**src/rtl/mod14_updown_counter.sv**
```systemverilog
// Loadable modulo-MOD up/down counter with registered wrap pulses, a saturating
// wrap tally and a sticky error flag for out-of-range loads.
module mod14_updown_counter #(
  parameter int MOD    = 14,
  parameter int WRAP_W = 8
) (
  input  logic              clock,
  input  logic              reset,
  input  logic              up_down,
  input  logic              load,
  input  logic [3:0]        data_in,
  input  logic              err_clr,
  output logic [3:0]        count,
  output logic              carry,
  output logic              borrow,
  output logic              load_err,
  output logic [WRAP_W-1:0] wrap_cnt
);

  localparam logic [3:0] MAX_VAL = 4'(MOD - 1);

  logic [3:0]        count_q, count_d;
  logic              carry_q, carry_d;
  logic              borrow_q, borrow_d;
  logic              err_q, err_d;
  logic [WRAP_W-1:0] wrap_q, wrap_d;

  logic load_legal;
  logic load_illegal;

  // Five-bit compare so MOD = 16 still works with a 4-bit data_in.
  assign load_legal   = load && ({1'b0, data_in} < 5'(MOD));
  assign load_illegal = load && !load_legal;

  always_comb begin
    count_d  = count_q;
    carry_d  = 1'b0;
    borrow_d = 1'b0;
    if (load) begin
      if (load_legal) begin
        count_d = data_in;
      end
    end else if (up_down) begin
      if (count_q == MAX_VAL) begin
        count_d = 4'd0;
        carry_d = 1'b1;
      end else begin
        count_d = count_q + 4'd1;
      end
    end else begin
      if (count_q == 4'd0) begin
        count_d  = MAX_VAL;
        borrow_d = 1'b1;
      end else begin
        count_d = count_q - 4'd1;
      end
    end
  end

  always_comb begin
    err_d = err_q;
    if (load_illegal) begin
      err_d = 1'b1;
    end else if (err_clr) begin
      err_d = 1'b0;
    end
  end

  always_comb begin
    wrap_d = wrap_q;
    if ((carry_d || borrow_d) && (wrap_q != {WRAP_W{1'b1}})) begin
      wrap_d = wrap_q + 1'b1;
    end
  end

  always_ff @(posedge clock or negedge reset) begin
    if (!reset) begin
      count_q  <= 4'd0;
      carry_q  <= 1'b0;
      borrow_q <= 1'b0;
      err_q    <= 1'b0;
      wrap_q   <= '0;
    end else begin
      count_q  <= count_d;
      carry_q  <= carry_d;
      borrow_q <= borrow_d;
      err_q    <= err_d;
      wrap_q   <= wrap_d;
    end
  end

  assign count    = count_q;
  assign carry    = carry_q;
  assign borrow   = borrow_q;
  assign load_err = err_q;
  assign wrap_cnt = wrap_q;

endmodule

```
**config.mk**
```make
export PLATFORM = sky130hd
export DESIGN_NAME = mod14_updown_counter
export DESIGN_NICKNAME = d
export VERILOG_FILES = /design/src/rtl/mod14_updown_counter.sv
export SDC_FILE = /design/constraint.sdc
export NUM_CORES = 1
export LEC_CHECK = 0
export BUFFER_PORTS_ARGS = -buffer_cell sky130_fd_sc_hd__buf_2
export CAP_MARGIN = 15
export CORE_MARGIN = 2
export CORE_UTILIZATION = 45
export CTS_BUF_LIST = sky130_fd_sc_hd__clkbuf_2 sky130_fd_sc_hd__clkbuf_4 sky130_fd_sc_hd__clkbuf_8
export DETAILED_ROUTE_END_ITERATION = 6
export GPL_ROUTABILITY_DRIVEN = 1
export PLACE_DENSITY = 0.74
export SETUP_SLACK_MARGIN = 0.5
export SLEW_MARGIN = 20
export SYNTH_ARGS = -nofsm -noshare
export SYNTH_HDL_FRONTEND = slang
export SYNTH_SLANG_ARGS = --single-unit
```
**constraint.sdc**
```tcl
create_clock -name clock -period 1.9 [get_ports clock]
set_input_delay 0.285 -clock clock [delete_from_list [all_inputs] [get_ports clock]]
set_output_delay 0.285 -clock clock [all_outputs]
set_load 0.05 [all_outputs]
```
==> key figures, run 1 <==
Run status
  – Status: complete, no violations

Timing
  – Fin worst setup slack: between 30 and 40 ps
  – RSZ-0062 raised after global routing: yes
  – Fin crit period: between 1500 and 2000 ps
  – Max Clk Rate: around 540 MHz
  – Final period util: between 90% and 100%
  – Hold Violations, Final: 0
  – Setup TNS Final: 0 ps
  – Final count of negative-setup-slack endpoints: 0
  – Worst slew margin: between 70 and 80%
  – Clock skew: roughly 4.0 ps
  – Worst-Margin Slew: roughly 370 ps
  – Slew Limit Fails: 0

Clock tree
  – Clock H-tree levels: 1
  – CTS Buffer Depth: 2
  – Clock Tree Root: clkbuf_4
  – Clk slew on worst S/H paths: roughly 90 ps
  – Skew-Pair Late Insertion Delay: ~290 ps
  – CTS tree: built
  – CTS Buf Count: 3
  – Clk sinks: 15

Setup path
  – Cells on worst reg2reg path: 4
  – Critical Path AT: around 2000 ps
  – Crit. End Element: flop
  – Critical Path Fanout Max: 4
  – CP Data Required Time: 2080 ps
  – Critical Path Source Type: flop
  – Path type of the worst setup path: flop to flop

Logic synthesis
  – Sequential area share after synthesis: between 40% and 50%
  – Avg Synthesized Cell Area: around 9.5 um^2
  – Ys flop type: dfrtp_1
  – Mapped cell area: around 830 um^2
  – Synth top area share: 45.1%
  – Synth top area cells: dfrtp_1 45%, nand4_1 4.5%, mux2_1 4.1%, nor2_1 3.6%, a21oi_1 3.0%
  – Post-synth EDFFs: 0
  – Number of synthesis warnings: 0
  – Cells after Synth: 88
  – Post-synthesis async set-or-reset flop share: 100%
  – Mapped Nets: 98
  – Yosys reg bits: 15
  – Synth cell types: 31
  – Cell taking the most area after synthesis: dfrtp_1

Run
  – MaxCap Viol Count: 0

Pwr
  – Clk network pwr share: 15.9%
  – Combinational power share: around 47%
  – P_leak: 0.559 nW
  – Cell Pwr Density: ~1000 nW/um^2
  – Register share of total power: a little under two fifths
  – Psw: 0.000513 W
  – Int Power: between 0.0006 and 0.0007 W
  – Switching Fraction: between 40% and 50%
  – VDD IR-drop max: approximately 0.8 mV

Floorplanning
  – Die Wd: approximately 47 um
  – Io pins: 24
  – Initial Utilization: between 40% and 50%
  – Die ar.: approximately 2200 um^2
  – Core ar.: approximately 1700 um^2
  – Rows: 15
  – Die Ht: about 47 um

Cells and area
  – Share of layout cells above drive strength 1: between 40% and 50%
  – Fin nets: ~140
  – Synth-to-layout area growth: 40.9%
  – Antenna cell count: 0
  – Non-filler instance count after layout: 151

Routing
  – Detailed-route vias per instance: 5.56
  – Drc violations: 0
  – Total number of vias: 839
  – Initial DRT Pass Iterations: 4
  – DRT iter0 DRCs: 17
  – Antenna viol nets, final: 0
  – DRT Wirelength: ~2200 um
  – Wire length per cell: between 10 and 15 um

Placement
  – DP Cell Count: roughly 140
  – Setup WS pre-CTS: 25.1 ps
  – GPL Wtd Cong: 0.820
  – DP HPWL: 1370 um
  – I/O Buffers: 23

Worst hold path
  – WHS Path Cells: 2
  – HP Class: input port to flop

Global route
  – Grt ovf: 0
  – Total Routing Usage GR: 19.5%
  – First-pass GRT wire length: 3020 um
  – Vias in the first global route: approximately 700
  – Initial antenna violation count: 0
  – Largest net degree at the start of global routing: 16
-- power groups by stage --
stage	logic (W)	clock network [W]	registers [W]
6_report	0.000540	0.000183	0.000434
5_1_grt	0.000568	0.000203	0.000440
4_1_cts	0.000460	0.000189	0.000437
3_5_place_dp	0.000447	0	0.000442
3_3_place_gp	0.000436	0	0.000438
2_1_floorplan	0.000177	0	0.000610
-- final cells by class --
| type | instances | area (um^2) |
|---|---|---|
| well taps | 25 | 31.3 |
| flip-flops and latches | 15 | 380 |
| clock buffers | 3 | 22.5 |
| clock inverters | 1 | 5.00 |
| inverters | 4 | 15.0 |
| fillers | 146 | 554 |
| multi-input cells | 63 | 443 |
| repair buffers | 40 | 275 |
-- path summary, 6_finish.rpt --
kind / startpoint / to / slack [ps]
worst max register to register: count[3] / wrap_cnt[1] / 40
worst min-delay path: err_clr / load_err / 180
max in group asynchronous: reset / count[0] / 1200
min in group asynchronous: reset / wrap_cnt[3] / 420
worst max-delay path: count[3] / wrap_cnt[1] / 40
worst min register to register: load_err / load_err / 530
-- layout by cell type, fill, tap and decap left out, types with 4 or more instances in the layout --
cell type,count
a21oi_1,4
buf_2,22
buf_4,9
buf_6,6
dfrtp_1,11
dfrtp_2,4
inv_1,4
nand2_1,6
nand3_1,4
nand4_1,6
nor2_1,8
o21ai_0,4
-- flip-flops by register name, indices dropped and copies added, names as in the netlist --
name	cells
wrap_cnt	8
count	4
borrow	1
load_err	1
carry	1
-- stage by stage --
| step | hold WS, ps | cell area (um^2) | power [W] | utilization, % |
|---|---|---|---|---|
| final | 175 | 1170 | 0.00116 | 67.9 |
| after global routing | 193 | 1170 | 0.00121 | 67.9 |
| after CTS | 166 | 1060 | 0.00109 | 61.2 |
| after detailed placement | 202 | 997 | 0.000889 | 57.8 |
| after global placement | 199 | 997 | 0.000874 | 57.8 |
| after floorplan | -10.6 | 865 | 0.000786 | - |
-- what timing repair did --
action | CTS | global route
setup buffers | 1 | 10
endpoints found under the hold margin | 15 | 0
pin swaps | 1 | 8
hold buffers | 1 | 0
gates resized for setup | 4 | 12
endpoints found under the setup margin | 12 | 12
-- Yosys cell counts, types with 2 or more instances --
cell and count:
o22ai_1 2, a31oi_1 3, nand4_1 6, o21ai_0 4
nand2_1 6, a2111oi_0 2, clkbuf_1 4, nor2_1 8
xor2_1 2, nor3_1 3, inv_1 4, mux2_1 3
o211ai_1 2, a21oi_1 5, dfrtp_1 15, nand3_1 4
-- worst max-delay path, stage by stage (launching register included) --
cell      delay (ps)
dfrtp_2          410
or4_4            520
a211oi_4         290
and2b_2          230
mux2_4           300
-- cell families (layout without fill, tap and decap cells) --
group                      count (synthesis)  after routing  synth area share, %
and+or+nand+nor                           34             34                 22.1
AOI/OAI and AO/OA                         23             23                 19.5
adders and majority gates                  1              1                 1.50
buffers and inverters                     10             48                 5.56
DFF                                       15             15                 45.1
xor gates and xnor gates                   2              2                 2.11
muxes                                      3              3                 4.06
-- routing by layer --
layer	global-route usage [%]	vias up	wire, um
met3	4.23	2	85
li1	-	408	-
met4	6.67	0	18
met5	0	-	0
met2	33.7	27	1090
met1	24.2	402	959
(Power assumes the default switching activity.)
==> inputs of run 2 (changes only) <==
==> constraint.sdc (replaced) <==
create_clock -name clock -period 1.9 [get_ports clock]
set_input_delay 0.19 -clock clock [delete_from_list [all_inputs] [get_ports clock]]
set_output_delay 0.19 -clock clock [all_outputs]
set_load 0.05 [all_outputs]
==> run 2 against run 1 <==
Clock skew rose by 0.81 ps. Via count fell by 6.6%. Global-route usage fell by 0.75 points. Cell area fell by 2.9%. Register-to-register slack barely moved. Critical path depth did not move. Largest power group unchanged.
==> key figures, run 2 (synthesis gave the netlist of run 1 again) <==
Run status
  – Status: complete, no violations (unchanged)

Floorplanning
  – Core ar.: 1730 um^2 (unchanged)
  – Initial Utilization: 48.2% (unchanged)
  – Die Wd: 47 um (unchanged)
  – Rows: 15 (unchanged)
  – Die Ht: 47 um (unchanged)
  – Die ar.: 2210 um^2 (unchanged)
  – Io pins: 24 (unchanged)

Timing
  – Setup TNS Final: 0 ps (unchanged)
  – Fin crit period: 1860 ps (about the same)
  – RSZ-0062 raised after global routing: yes (unchanged)
  – Final period util: 97.9% (about the same)
  – Final count of negative-setup-slack endpoints: 0 (unchanged)
  – Worst slew margin: 70.4% (was 75.0%)
  – Hold Violations, Final: 0 (unchanged)
  – Max Clk Rate: 538 MHz (about the same)
  – Clock skew: 4.86 ps (was 4.05 ps)
  – Slew Limit Fails: 0 (unchanged)
  – Worst-Margin Slew: 443 ps (was 373 ps)

Cells and area
  – Non-filler instance count after layout: 144 (was 151)
  – Commonest non-fill, non-tap cells in the layout: 23 x buf_2, 11 x dfrtp_1, 8 x nor2_1 (was 22 x buf_2, 11 x dfrtp_1, 9 x buf_4)
  – Commonest non-fill, non-tap cell in the layout: buf_2 (unchanged)
  – Share of layout cells above drive strength 1: 44.5% (was 45.2%)
  – Synth-to-layout area growth: 36.8% (was 40.9%)
  – Antenna cell count: 0 (unchanged)
  – Storage cell area: 380 um^2 (unchanged)
  – Max reg flops: 8 (unchanged)
  – Fillers: 157 (was 146)
  – Fin nets: 130 (was 137)
  – Area occupied by multi-input gates: 474 um^2 (was 443 um^2)

Setup path
  – Crit path largest cell delay: 530 ps (was 520 ps)
  – Crit-path slowest cell: or4_4 (unchanged)
  – Critical Path AT: 2040 ps (about the same)
  – R2R Setup Slk: 40 ps (about the same)
  – RR Startpoint: count[3] (unchanged)
  – CP Data Required Time: 2080 ps (about the same)
  – Cells on worst reg2reg path: 4 (unchanged)
  – CP Buf/Inv Count: 0 (unchanged)
  – Worst r2r dst: wrap_cnt[1] (unchanged)
  – Crit path cell chain: or4_4 -> a211oi_4 -> and2b_2 -> mux2_4 (unchanged)
  – Crit. End Element: flop (unchanged)
  – Critical Path Fanout Max: 4 (unchanged)
  – Path type of the worst setup path: flop to flop (unchanged)
  – CP top delay family: simple AND/OR/NAND/NOR gates (unchanged)
  – Critical Path Source Type: flop (unchanged)

Clock tree
  – Clk sinks: 15 (unchanged)
  – CTS Buffer Depth: 2 (unchanged)
  – CTS Buf Count: 3 (unchanged)
  – Skew-Pair Late Insertion Delay: 280 ps (was 290 ps)
  – Clock Tree Root: clkbuf_4 (unchanged)
  – Clock H-tree levels: 1 (unchanged)
  – Clk slew on worst S/H paths: 90 ps (about the same)
  – CTS tree: built (unchanged)

Worst hold path
  – HP Class: input port to flop (unchanged)
  – Min-delay src: err_clr (unchanged)
  – WHS Path Cells: 2 (unchanged)
  – Hold endpoint: load_err (unchanged)

Pwr
  – P_leak: 0.519 nW (was 0.559 nW)
  – Final Power: 0.00109 W (was 0.00116 W)
  – VDD IR-drop max: 0.661 mV (was 0.780 mV)
  – Cell Pwr Density: 957 nW/um^2 (was 987 nW/um^2)

Global route
  – Vias in the first global route: 647 (was 702)
  – Grt ovf: 0 (unchanged)
  – Largest net degree at the start of global routing: 16 (unchanged)
  – Total Routing Usage GR: 18.8% (was 19.5%)
  – First-pass GRT wire length: 2830 um (was 3020 um)
  – Initial antenna violation count: 0 (unchanged)

Placement
  – I/O Buffers: 23 (unchanged)
  – GPL Wtd Cong: 0.792 (was 0.820)
  – DP HPWL: 1420 um (was 1370 um)
  – DP Cell Count: 135 (unchanged)

Routing
  – Drc violations: 0 (unchanged)
  – Initial DRT Pass Iterations: 4 (unchanged)
  – DRT iter0 DRCs: 13 (was 17)
  – Total number of vias: 784 (was 839)
  – DRT Wirelength: 1980 um (was 2160 um)
  – Antenna viol nets, final: 0 (unchanged)
  – Detailed-route vias per instance: 5.44 (was 5.56)
  – Wire length per cell: 13.7 um (was 14.3 um)

Run
  – MaxCap Viol Count: 0 (unchanged)
-- run 2: cell types whose count changed in the layout (fill, tap and decap cells not counted), sizes merged --
| cell | delta |
|---|---|
| buf | -6 |
| clkbuf | -1 |
| clkinvlp | +1 |
| clkinv | -1 |
-- run 2: final cells by class --
type                       instances  area share, %
sequential                        15           33.4
tap                               25           2.75
multi-input combinational         63           41.6
inverter                           4           1.32
timing repair buffer              33           18.2
clock inverter                     1          0.659
clock buffer                       3           1.98
-- run 2: worst max path at each step --
stage	startpoint	to	slack, ps	cells after the start
finish	count[3]	wrap_cnt[1]	40	4
global route	count[3]	wrap_cnt[1]	-10	4
CTS	count[3]	wrap_cnt[3]	60	5
detailed placement	count[3]	wrap_cnt[1]	40	4
global placement	count[3]	wrap_cnt[1]	100	4
floorplan	count[3]	wrap_cnt[1]	-250	5
-- run 2: routing by layer --
metal	GRT usage (%)	vias up	wire [um]	part of all wire (%)
met1	22.4	363	871	44
li1	-	394	-	-
met2	31.2	21	991	50
met5	0	-	0	0
met3	6.15	6	79	4.0
met4	7.78	0	34	1.7
-- run 2: worst reg2reg max path, delay by kind of cell (launching register included) --
kind / cells / cell delay, ps
multiplexers: 1 / 300
flip-flops: 1 / 410
AND/OR/NAND/NOR: 2 / 760
AO/OA/AOI/OAI: 1 / 290
-- run 2: repair_timing --
action / CTS / global route
hold buffers: 1 / 0
endpoints found under the setup margin: 10 / 12
setup buffers: 1 / 3
resized for setup: 3 / 11
endpoints found under the hold margin: 15 / 0
pin swaps: 1 / 2
-- run 2: metrics by stage --
| stage | setup slack [ps] | util [%] | instance area, um^2 | hold slack (ps) |
|---|---|---|---|---|
| after floorplan | -246 | - | 865 | -106 |
| after global placement | 98.8 | 57.8 | 997 | 104 |
| after detailed placement | 38.6 | 57.8 | 997 | 107 |
| after CTS | 62.8 | 61.2 | 1060 | 79.8 |
| after global routing | -10.2 | 65.9 | 1140 | 90.7 |
| final | 40.6 | 65.9 | 1140 | 80.2 |
-- run 2: power breakdown --
| group | internal, W | switching [W] | total [W] |
|---|---|---|---|
| combinational | 0.000150 | 0.000318 | 0.000468 |
| clock | 0.0000800 | 0.000105 | 0.000185 |
| sequential | 0.000372 | 0.0000660 | 0.000438 |
==> inputs of run 3 (changes only) <==
Settings changed: PLACE_DENSITY 0.74 to 0.71, RECOVER_POWER set to 100.
==> run 3 against run 2 <==
Combinational power rose by 7.3%. Clock skew fell by 2.1 ps. Sequential cell count did not move. Maximum frequency rose by 1.8%. Clock-buffer cell count did not move. Clock power rose by 4%. Sequential share of layout area rose by 0.94 points.
==> key figures, run 3 (synthesis gave the netlist of run 1 again) <==
Routing
  – Initial DRT Pass Iterations: 4 (unchanged)
  – Drc violations: 0 (unchanged)
  – DRT Wirelength: 1960 um (was 1980 um)
  – Wire length per cell: 13.3 um (was 13.7 um)
  – Total number of vias: 836 (was 784)
  – Antenna viol nets, final: 0 (unchanged)
  – Detailed-route vias per instance: 5.65 (was 5.44)
  – DRT iter0 DRCs: 11 (was 13)

Pwr
  – VDD IR-drop max: 0.971 mV (was 0.661 mV)
  – Cell Pwr Density: 1030 nW/um^2 (was 957 nW/um^2)
  – P_leak: 0.475 nW (was 0.519 nW)

Cells and area
  – Max reg flops: 8 (unchanged)
  – Area occupied by multi-input gates: 434 um^2 (was 474 um^2)
  – Fin nets: 134 (was 130)
  – Finished Cell Area: 1110 um^2 (was 1140 um^2)
  – Fillers: 156 (was 157)
  – Synth-to-layout area growth: 33.1% (was 36.8%)
  – Commonest non-fill, non-tap cells in the layout: 17 x clkbuf_1, 11 x dfrtp_1, 8 x nor2_1 (was 23 x buf_2, 11 x dfrtp_1, 8 x nor2_1)
  – Commonest non-fill, non-tap cell in the layout: clkbuf_1 (was buf_2)
  – Share of layout cells above drive strength 1: 26.8% (was 44.5%)
  – Storage cell area: 380 um^2 (unchanged)
  – Antenna cell count: 0 (unchanged)

Setup path
  – Path type of the worst setup path: flop to flop (unchanged)
  – Critical Path Fanout Max: 4 (unchanged)
  – Crit. End Element: flop (unchanged)
  – Critical Path AT: 2010 ps (was 2040 ps)
  – Cells on worst reg2reg path: 4 (unchanged)
  – CP Data Required Time: 2090 ps (was 2080 ps)
  – Critical Path Source Type: flop (unchanged)

Floorplanning
  – Core ar.: 1730 um^2 (unchanged)
  – Io pins: 24 (unchanged)
  – Die ar.: 2210 um^2 (unchanged)
  – Initial Utilization: 48.2% (unchanged)
  – Die Wd: 47 um (unchanged)
  – Rows: 15 (unchanged)
  – Die Ht: 47 um (unchanged)

Timing
  – Final count of negative-setup-slack endpoints: 0 (unchanged)
  – Setup TNS Final: 0 ps (unchanged)
  – Hold Violations, Final: 0 (unchanged)
  – Final period util: 96.1% (was 97.9%)
  – Max Clk Rate: 548 MHz (was 538 MHz)
  – Worst-Margin Slew: 801 ps (was 443 ps)
  – Worst slew margin: 46.6% (was 70.4%)
  – Slew Limit Fails: 0 (unchanged)
  – Fin worst setup slack: 74.2 ps (was 40.6 ps)
  – Clock skew: 2.75 ps (was 4.86 ps)
  – RSZ-0062 raised after global routing: yes (unchanged)
  – Fin crit period: 1830 ps (was 1860 ps)

Run status
  – Status: complete, no violations (unchanged)

Global route
  – Vias in the first global route: 686 (was 647)
  – Initial antenna violation count: 0 (unchanged)
  – Grt ovf: 0 (unchanged)
  – Largest net degree at the start of global routing: 16 (unchanged)
  – Total Routing Usage GR: 19.7% (was 18.8%)
  – First-pass GRT wire length: 3020 um (was 2830 um)

Placement
  – DP HPWL: 1310 um (was 1420 um)
  – Setup WS pre-CTS: 75.4 ps (was 38.6 ps)
  – GPL Wtd Cong: 0.805 (was 0.792)
  – Post-Place Cell Area: 997 um^2 (unchanged)
  – I/O Buffers: 23 (unchanged)

Clock tree
  – Clk sinks: 15 (unchanged)
  – Skew-Pair Late Insertion Delay: 290 ps (was 280 ps)
  – Clock Tree Root: clkbuf_4 (unchanged)
  – CTS tree: built (unchanged)
  – CTS Buffer Depth: 2 (unchanged)
  – Clock H-tree levels: 1 (unchanged)
  – Clk slew on worst S/H paths: 100 ps (was 90 ps)
  – CTS Buf Count: 3 (unchanged)

Worst hold path
  – WHS Path Cells: 2 (unchanged)
  – HP Class: input port to flop (unchanged)

Run
  – MaxCap Viol Count: 0 (unchanged)
run 3: routing by layer:
layer / routed length, um / track usage, %
met2: 859 / 27.4
met4: 44 / 8.89
met5: 0 / 0
met1: 949 / 29.5
met3: 107 / 3.85
run 3: where the power goes:
group	internal, W	switching, W	total [W]
sequential	0.000372	0.0000682	0.000440
combinational	0.000170	0.000332	0.000502
clock	0.0000802	0.000113	0.000193
run 3: cell type report:
class | count | area share, %
clock inverters | 1 | 0.678
clock buffers | 3 | 2.03
well taps | 25 | 2.82
multi-input cells | 63 | 39.2
flip-flops and latches | 15 | 34.4
inverters | 4 | 1.36
repair buffers | 37 | 19.5
run 3: timing repair:
item / in CTS / in global routing
resized for setup: 8 / 11
hold endpoints to repair: 15 / 0
setup buffers: 7 / 0
pin swaps: 6 / 7
cloned: 1 / 0
endpoints found under the setup margin: 10 / 13
hold buffers: 1 / 0
run 3: worst paths after layout:
kind                          start  slack [ps]          end
setup / recovery           count[3]          70  wrap_cnt[1]
hold / removal              err_clr          70     load_err
setup reg to reg           count[3]          70  wrap_cnt[1]
hold reg to reg            load_err         530     load_err
max in group asynchronous     reset         870     count[0]
min in group asynchronous     reset         490     load_err
run 3: metrics by stage:
step	cells	utilization, %	power (W)	hold WS (ps)
finish	148	64.1	0.00114	71.0
CTS	148	65.4	0.00115	67.7
global route	148	64.1	0.00120	72.5
floorplan	88	-	0.000786	-106
global placement	135	57.8	0.000875	105
detailed placement	135	57.8	0.000882	108
run 3: worst max-delay path: stages, from the launching register on:
cell	delay, ps
dfrtp_2	410
or4_4	520
a211oi_4	260
and2b_1	220
mux2_4	310
